## src/rtl/sram_ctrl_pkg.sv

```systemverilog
// Shared constants, response record and byte-strobe expansion for the cache data SRAM front-end.
package sram_ctrl_pkg;

    localparam int ADDR_W    = 6;
    localparam int LINE_W    = 128;
    localparam int DATA_W    = 64;
    localparam int STRB_W    = DATA_W / 8;
    localparam int RSP_DEPTH = 2;

    typedef struct packed {
        logic [DATA_W-1:0] rdata;
        logic              is_wr;
    } rsp_t;

    // Expand a per-byte strobe for one half of the line into the macro's active-low bit enables.
    // The unselected half stays all ones so its contents are preserved.
    function automatic logic [LINE_W-1:0] strobe_to_bwen(input logic half,
                                                         input logic [STRB_W-1:0] wstrb);
        logic [LINE_W-1:0] bwen;
        bwen = '1;
        for (int b = 0; b < STRB_W; b++) begin
            if (wstrb[b]) begin
                bwen[int'(half)*DATA_W + 8*b +: 8] = 8'h00;
            end
        end
        return bwen;
    endfunction

endpackage

```

## src/rtl/rsp_fifo.sv

```systemverilog
// Small synchronous response FIFO; head entry is presented directly from storage registers.
module rsp_fifo
    import sram_ctrl_pkg::*;
#(
    parameter int DEPTH = RSP_DEPTH
) (
    input  logic clock,
    input  logic rst_n,
    input  logic push,
    input  rsp_t push_data,
    input  logic pop,
    output rsp_t head,
    output logic full,
    output logic empty
);
    localparam int PTR_W = (DEPTH > 1) ? $clog2(DEPTH) : 1;
    localparam int CNT_W = $clog2(DEPTH + 1);

    rsp_t             mem [DEPTH];
    logic [PTR_W-1:0] wr_ptr;
    logic [PTR_W-1:0] rd_ptr;
    logic [CNT_W-1:0] count;
    logic             do_push;
    logic             do_pop;

    function automatic logic [PTR_W-1:0] next_ptr(input logic [PTR_W-1:0] p);
        return (p == PTR_W'(DEPTH - 1)) ? '0 : p + 1'b1;
    endfunction

    assign full    = (count == CNT_W'(DEPTH));
    assign empty   = (count == '0);
    assign do_pop  = pop & ~empty;
    assign do_push = push & (~full | do_pop);
    assign head    = mem[rd_ptr];

    // Storage, pointers and occupancy; a push into a full FIFO is allowed only alongside a pop.
    always_ff @(posedge clock or negedge rst_n) begin
        if (!rst_n) begin
            for (int i = 0; i < DEPTH; i++) begin
                mem[i] <= '0;
            end
            wr_ptr <= '0;
            rd_ptr <= '0;
            count  <= '0;
        end else begin
            if (do_push) begin
                mem[wr_ptr] <= push_data;
                wr_ptr      <= next_ptr(wr_ptr);
            end
            if (do_pop) begin
                rd_ptr <= next_ptr(rd_ptr);
            end
            case ({do_push, do_pop})
                2'b10:   count <= count + 1'b1;
                2'b01:   count <= count - 1'b1;
                default: ;
            endcase
        end
    end

endmodule

```

## src/rtl/sram_req_ctrl.sv

```systemverilog
// Valid/ready front-end for the 64x128 single-port cache data SRAM macro.
// One request register stage (s1) drives the macro pins; read data is captured from Q at the
// end of that cycle into a credit-guarded response FIFO, giving a two-cycle read latency.
module sram_req_ctrl
    import sram_ctrl_pkg::*;
(
    input  logic              clock,
    input  logic              rst_n,
    input  logic              req_valid,
    output logic              req_ready,
    input  logic              req_wen,
    input  logic [ADDR_W:0]   req_addr,
    input  logic [DATA_W-1:0] req_wdata,
    input  logic [STRB_W-1:0] req_wstrb,
    output logic              rsp_valid,
    input  logic              rsp_ready,
    output logic [DATA_W-1:0] rsp_rdata,
    output logic              rsp_is_wr,
    output logic              sram_cen,
    output logic              sram_wen,
    output logic [ADDR_W-1:0] sram_a,
    output logic [LINE_W-1:0] sram_d,
    output logic [LINE_W-1:0] sram_bwen,
    input  logic [LINE_W-1:0] sram_q
);
    localparam int CRED_W = $clog2(RSP_DEPTH + 1);

    logic [CRED_W-1:0] credits;
    logic              accept;
    logic              rsp_pop;

    logic              s1_valid;
    logic              s1_wen;
    logic              s1_half;
    logic [ADDR_W-1:0] s1_line;
    logic [DATA_W-1:0] s1_wdata;
    logic [STRB_W-1:0] s1_wstrb;

    logic              s1_write;
    logic [DATA_W-1:0] q_half;
    rsp_t              push_data;
    rsp_t              fifo_head;
    logic              fifo_push;
    logic              fifo_full;
    logic              fifo_empty;

    // A freed response slot in this cycle can be reused immediately by a new request.
    assign rsp_valid = ~fifo_empty;
    assign rsp_pop   = rsp_valid & rsp_ready;
    assign req_ready = (credits != '0) | rsp_pop;
    assign accept    = req_valid & req_ready;

    // Credits count free response slots, counting the s1 stage as already holding one.
    always_ff @(posedge clock or negedge rst_n) begin
        if (!rst_n) begin
            credits <= CRED_W'(RSP_DEPTH);
        end else if (accept && !rsp_pop) begin
            credits <= credits - 1'b1;
        end else if (!accept && rsp_pop) begin
            credits <= credits + 1'b1;
        end
    end

    // s1 request register: loads on accept, otherwise drains to idle every cycle.
    always_ff @(posedge clock or negedge rst_n) begin
        if (!rst_n) begin
            s1_valid <= 1'b0;
            s1_wen   <= 1'b0;
            s1_half  <= 1'b0;
            s1_line  <= '0;
            s1_wdata <= '0;
            s1_wstrb <= '0;
        end else begin
            s1_valid <= accept;
            if (accept) begin
                s1_wen   <= req_wen;
                s1_half  <= req_addr[0];
                s1_line  <= req_addr[ADDR_W:1];
                s1_wdata <= req_wdata;
                s1_wstrb <= req_wstrb;
            end
        end
    end

    // Macro pins come straight from s1 registers so they are glitch-free and idle when s1 is empty.
    assign s1_write  = s1_valid & s1_wen;
    assign sram_cen  = ~s1_valid;
    assign sram_wen  = ~s1_write;
    assign sram_a    = s1_valid ? s1_line : '0;
    assign sram_d    = s1_write ? {s1_wdata, s1_wdata} : '0;
    assign sram_bwen = s1_write ? strobe_to_bwen(s1_half, s1_wstrb) : '1;

    assign q_half          = s1_half ? sram_q[LINE_W-1:DATA_W] : sram_q[DATA_W-1:0];
    assign push_data.rdata = s1_wen ? '0 : q_half;
    assign push_data.is_wr = s1_wen;
    assign fifo_push       = s1_valid & (~fifo_full | rsp_pop);

    rsp_fifo #(
        .DEPTH(RSP_DEPTH)
    ) u_rsp_fifo (
        .clock    (clock),
        .rst_n    (rst_n),
        .push     (fifo_push),
        .push_data(push_data),
        .pop      (rsp_pop),
        .head     (fifo_head),
        .full     (fifo_full),
        .empty    (fifo_empty)
    );

    assign rsp_rdata = fifo_head.rdata;
    assign rsp_is_wr = fifo_head.is_wr;

endmodule

```

## config.mk

```make
export PLATFORM = sky130hd
export DESIGN_NAME = sram_req_ctrl
export DESIGN_NICKNAME = d
export VERILOG_FILES = /design/src/rtl/sram_ctrl_pkg.sv /design/src/rtl/rsp_fifo.sv /design/src/rtl/sram_req_ctrl.sv
export SDC_FILE = /design/constraint.sdc
export NUM_CORES = 1
export LEC_CHECK = 0
export CAP_MARGIN = 30
export CORE_AREA = 2 2 211 213
export DETAILED_ROUTE_END_ITERATION = 10
export DIE_AREA = 0 0 213 215
export SYNTH_ARGS = -nofsm -noshare
export SYNTH_HDL_FRONTEND = slang
export SYNTH_HIERARCHICAL = 1
export SYNTH_SLANG_ARGS = --single-unit
```

## constraint.sdc

```tcl
create_clock -name clock -period 2.41 [get_ports clock]
set_input_delay 0.723 -clock clock [delete_from_list [all_inputs] [get_ports clock]]
set_output_delay 0.723 -clock clock [all_outputs]
set_load 0.05 [all_outputs]
```

# Yosys cells after proc, flatten, opt, wreduce, memory -nomap -nowiden
# Index checks and enable logic that the tools add are counted.
# op_classes
n_reduce_logical	9
shifts	16
n_mux	31
eq_ne	3
n_addsub	21
bitwise_logic	17
n_lt_le_gt_ge	3
# op_table
cell	count
$mux W128	10
$shift A8 B33 Y128 const A	8
$shiftx A8 B33 Y128 const A	8
$bwmux W128	7
$mux W65	4
$neg A8 Y33	7
$bwmux W130	1
$mux W64	2
$not A128 Y128	1
$or A128 B128 Y128	1
$demux W65 S1	1
$neg A7 Y33	1
$add A7 B6 Y8 const B	4
$add A7 B5 Y8 const B	2
$add A7 B4 Y8 const B	1
$and A1 B1 Y1	6
$mux W6	1
$reduce_bool A2 Y1	3
$add A2 B1 Y2 const B	2
$eq A2 B2 Y1 const B	2
$ge A2 B2 Y1 const B	2
$mux W2	2
$not A1 Y1	4
$not A1 Y2	2
10 further kinds	18
# totals
output_inout_bits	331
register_bits	217
input_bits	212

# Logic depth before layout (Yosys ltp)
# depth
depth_word	20
depth_mapped	11
depth_no_buf	10

# By module
# The synthesis kept the hierarchy.
# modules_own_cells
module	area_each_um2	cells_per_inst	n_inst
rsp_fifo	6216.0	365	1
sram_req_ctrl	6004.5	608	1

# Worst setup path after synthesis
# No wires, ideal clock.
# synth_timing
path_kind	register to output
from	register s1_valid
to	output sram_bwen[10]
path_buffers	2
stages_incl_launch_ff	6
arrival_ns	2.122
t_required_ns	1.687
setup_slack_ns	-0.435
path_cell_list	dfrtp_1 -> clkbuf_1 -> nand2_1 -> nor2_1 -> nand2_1 -> buf_4
# synth_between
elab_chain_cells	2
# synth_lines
item	line	rtl
start, declared	sram_req_ctrl.sv:32	logic s1_valid;
start signal, assigned	sram_req_ctrl.sv:74	s1_valid <= accept;
$and A1 B1 Y1	sram_req_ctrl.sv:86	assign s1_write = s1_valid & s1_wen;
$mux W128	sram_req_ctrl.sv:91	assign sram_bwen = s1_write ? strobe_to_bwen(s1_half, s1_wstrb) : '1;
end, declared	sram_req_ctrl.sv:23	output logic [LINE_W-1:0] sram_bwen,
# Every way passes these cells.

# Worst setup path after layout
# layout_timing
from	register s1_valid
to	output sram_bwen[66]
# Same word-level chain as after synthesis.

==> results <==
- Of all nets on the critical path, the largest fanout is 8.
- The number of antenna violations at the first check in global routing is 6.
- For the worst setup path, the data required time is 1.69 ns.
- The congestion estimate from routability-driven global placement came to 0.761.
- The placed instance area is 18,400 um2.
- The maximum number of pins on one net before global-route repair is 66.
- After global routing, the most crowded layer is met2.
- Setup repair after global routing could not meet its margin everywhere.
- The first detailed-routing pass took 6 iterations.
- The die extent in y is 215 um.
- The number of hold-repair buffers added at the cts stage is 0.
- For this run, global-route usage on met3 was measured as 4.54%.
- Dividing the detail-routed via count by the number of cells gives 4.34.
- The Yosys step of the flow raised 6 warnings.
- The CTS tree is built.
- The cell count after synthesis came out at 973.
- The worst pin sits at a relative slew slack of 61.5%.
- The critical path class is register to primary output.
- The final reports fail on negative setup slack.
- Relative to the synthesized area, the layout overhead comes to 79.2%.
- The detailed-route wire length per cell is 20.6 um.
- The row count is 77.
- For this design the static power due to leakage is 9.69 nW.
- Derived from the worst setup path, the maximum achievable clock frequency is 383 MHz.
- The count of final setup violators is 310.
- The run finished, with violations left.
- The die covers 45,800 um2.
- Dividing the final minimum period by the clock period gives 108%.
- The final max-slew violation count is 0.
- Of the cells placed in the final design, the portion with a size suffix greater than 1 is 59.1%.
- After clock tree synthesis, the clock-pin slew on the worst setup and hold paths is 0.06 ns.
- After synthesis, the largest area contributor takes up 44.2% of total cell area.
- The wire-length estimate of the detail-placed layout is 29,100 um.
- In this run the remaining antenna-violating nets after routing total 0.
- The via count of the first global-routing pass is 9,451.
- The share of the Yosys chip area taken by registers is 44.4%.
- Input and output buffers added on the ports amount to 542.
- The instance count after placement with tap cells included is 1,927.
- Global routing consumed, on the met1 layer, 18.9% of the routing resources.
- By area the synthesized netlist is led by sky130_fd_sc_hd__dfrtp_1, sky130_fd_sc_hd__mux2_2, sky130_fd_sc_hd__mux2_4.
- The count of nets after finishing is 1,625.
- Data arrives at the worst endpoint at 1.89 ns.
- The minimum period implied by the final worst setup slack is 2.61 ns.
- The overflow left after global routing is 0.
- The element type at the critical path end is a primary output.
- Dividing the synthesized area by the synthesized cell count gives 12.6 um2.
- The cell type contributing the most total cell area after synthesis is sky130_fd_sc_hd__dfrtp_1.
- CTS saw 217 sinks.
- The peak ir drop on the vdd network is 0.000734 V.
- The maximum level of the CTS H-tree is 1.
- The number of ports placed on the die boundary is 543.
- The final worst setup slack is -0.201 ns.
- STA classifies the critical path startpoint as a register.
- The netlist uses 27 different library cells.
- The measured slew at the worst slew-check pin is 0.577 ns.
- For this run, the number of standard cells in the final layout without fillers is 2,025.
- The worst clock skew is 0.0163 ns.
- The final layout contains routed wiring with a total length of 41,700 um.
- The number of maximum-capacitance constraint violations is 0.
- The number of hold violations in the final report came to 0.
- The global router's overall resource usage is 17.0%.
- The floorplan step set the die width to 213 um.
- The clock passes through at most 3 buffers.
- The core footprint is 43,600 um2.
- The post-route standard cell area excluding fillers is 21,900 um2.
- For this block, the initial DRC count from the detailed router was 228.
- Global routing consumed, on the met2 layer, 32.1% of the routing resources.
- The post-route core utilization is 50.2%.
- The root buffer selected by CTS is sky130_fd_sc_hd__clkbuf_16.
- The total via count in the routed design is 8,795.
- In this run the cell area of the synthesized design comes to 12,200 um2.
- The clock reaches the later pin of the worst-skew pair after 0.55 ns.
- For this configuration, the core starts out at a cell density of 28.0%.
- The number of storage elements in the synthesis netlist is 217.
- For this run, design rule violations remaining after detail routing come to 0.
- Counting every net in the synthesized netlist gives 1,187.
- The first-pass GRT wire length is 59,600 um.
- The type of the tightest min-delay check is primary input to async pin.
- In this run, CTS created clock tree buffers numbering 27.
- The power per cell area is 1330 nW/um2.
[critical path: stages, from the launching register on]
cell and delay, ns:
sky130_fd_sc_hd__dfrtp_2 0.40, sky130_fd_sc_hd__buf_12 0.13, sky130_fd_sc_hd__and3_4 0.33, sky130_fd_sc_hd__buf_6 0.16
sky130_fd_sc_hd__nand2_8 0.10, sky130_fd_sc_hd__buf_6 0.20
[sequential cells by signal (all words and copies together) (netlist names)]
signal,count
s1_wen,1
s1_half,1
s1_valid,1
u_rsp_fifo/rd_ptr,1
u_rsp_fifo/wr_ptr,1
u_rsp_fifo/count,2
s1_wstrb,8
credits,2
s1_wdata,64
u_rsp_fifo/mem,130
s1_line,6
[routing by layer]
layer	share of wire [%]	up-vias
li1	-	4033
met4	2.4	6
met5	0.098	-
met1	36	4375
met3	7.1	58
met2	54	323
[where the power goes]
part	internal, mW	switching (mW)
combinational	9.19	9.83
sequential	5.09	0.969
clock	2.40	1.64
[cells in the final DEF, fill, tap and decap left out, drive strengths merged, types with 3 or more instances in the layout]
cell type	synthesis	final
inv	4	5
nand2	19	19
clkinv	0	5
nor2	69	69
and3	65	65
and2	6	6
xnor2	5	5
mux2i	64	64
diode	0	3
xor2	3	3
clkbuf	26	44
mux2	275	275
clkdlybuf4s50	0	209
dfrtp	216	216
buf	210	429
[synthesized netlist by cell type]
| library cell | n |
|---|---|
| sky130_fd_sc_hd__nor2_1 | 69 |
| sky130_fd_sc_hd__clkbuf_1 | 26 |
| sky130_fd_sc_hd__or3_1 | 1 |
| sky130_fd_sc_hd__buf_6 | 20 |
| sky130_fd_sc_hd__mux2_2 | 168 |
| sky130_fd_sc_hd__mux2_1 | 7 |
| sky130_fd_sc_hd__nor3b_2 | 2 |
| sky130_fd_sc_hd__buf_4 | 176 |
| sky130_fd_sc_hd__ha_1 | 2 |
| sky130_fd_sc_hd__buf_1 | 1 |
| sky130_fd_sc_hd__inv_2 | 1 |
| sky130_fd_sc_hd__mux2i_1 | 64 |
| sky130_fd_sc_hd__a21oi_1 | 1 |
| sky130_fd_sc_hd__inv_1 | 3 |
| sky130_fd_sc_hd__o31ai_4 | 1 |
| sky130_fd_sc_hd__nand2b_1 | 1 |
| sky130_fd_sc_hd__nor2b_1 | 2 |
| sky130_fd_sc_hd__and3_1 | 65 |
| sky130_fd_sc_hd__buf_2 | 13 |
| sky130_fd_sc_hd__nand2_2 | 1 |
| sky130_fd_sc_hd__xnor2_1 | 5 |
| sky130_fd_sc_hd__dfrtp_1 | 216 |
| sky130_fd_sc_hd__dfstp_2 | 1 |
| sky130_fd_sc_hd__nand2_1 | 18 |
| sky130_fd_sc_hd__and2_1 | 6 |
| sky130_fd_sc_hd__xor2_1 | 3 |
| sky130_fd_sc_hd__mux2_4 | 100 |
[final timing paths]
check / startpoint / end / slack, ns / depth (start not counted)
max in group asynchronous: rst_n / credits[1] / 1.64 / 2
min in group clock: s1_wdata[63] / s1_wdata[63] / 0.50 / 1
min: rst_n / u_rsp_fifo/mem[103] / 0.06 / 1
max reg2reg: s1_valid / u_rsp_fifo/mem[126] / 0.19 / 10
min reg2reg: s1_wdata[63] / s1_wdata[63] / 0.50 / 1
max: s1_valid / sram_bwen[66] / -0.20 / 5
[kinds of logic after synthesis]
logic type | synth area share [%]
muxes | 33.7
buffers and inverters | 14.1
DFF | 44.4
and+or+nand+nor | 6.77
xor gates and xnor gates | 0.573
AOI/OAI and AO/OA | 0.215
adders and majority gates | 0.205
[final cells by class]
class,instances,area [um2]
diodes,3,7.51
clock buffers,38,757
clock inverters,10,120
fillers,3705,21700
inverters,4,20.0
multi-input cells,516,5730
flip-flops and latches,217,5440
well taps,592,741
repair buffers,645,9090
[per-stage QoR]
step | hold WS [ns] | setup TNS [ns] | power, mW | worst slack [ns]
after floorplan | 0.427 | -2.14 | 16.8 | -0.0382
after global placement | 0.467 | -45.11 | 22.3 | -0.374
after detailed placement | 0.476 | -45.80 | 22.5 | -0.381
after CTS | 0.0391 | -36.20 | 28.4 | -0.213
after global routing | 0.0516 | -54.75 | 30.4 | -0.260
final | 0.0606 | -34.75 | 29.1 | -0.201
[timing repair]
item / CTS / global route
pin swaps: 6 / 5
buffers inserted: 25 / 11
gates resized for setup: 428 / 136
gates cloned: 4 / 8
setup endpoints to repair: 320 / 351
No activity file was read; power rests on OpenSTA's default activity.
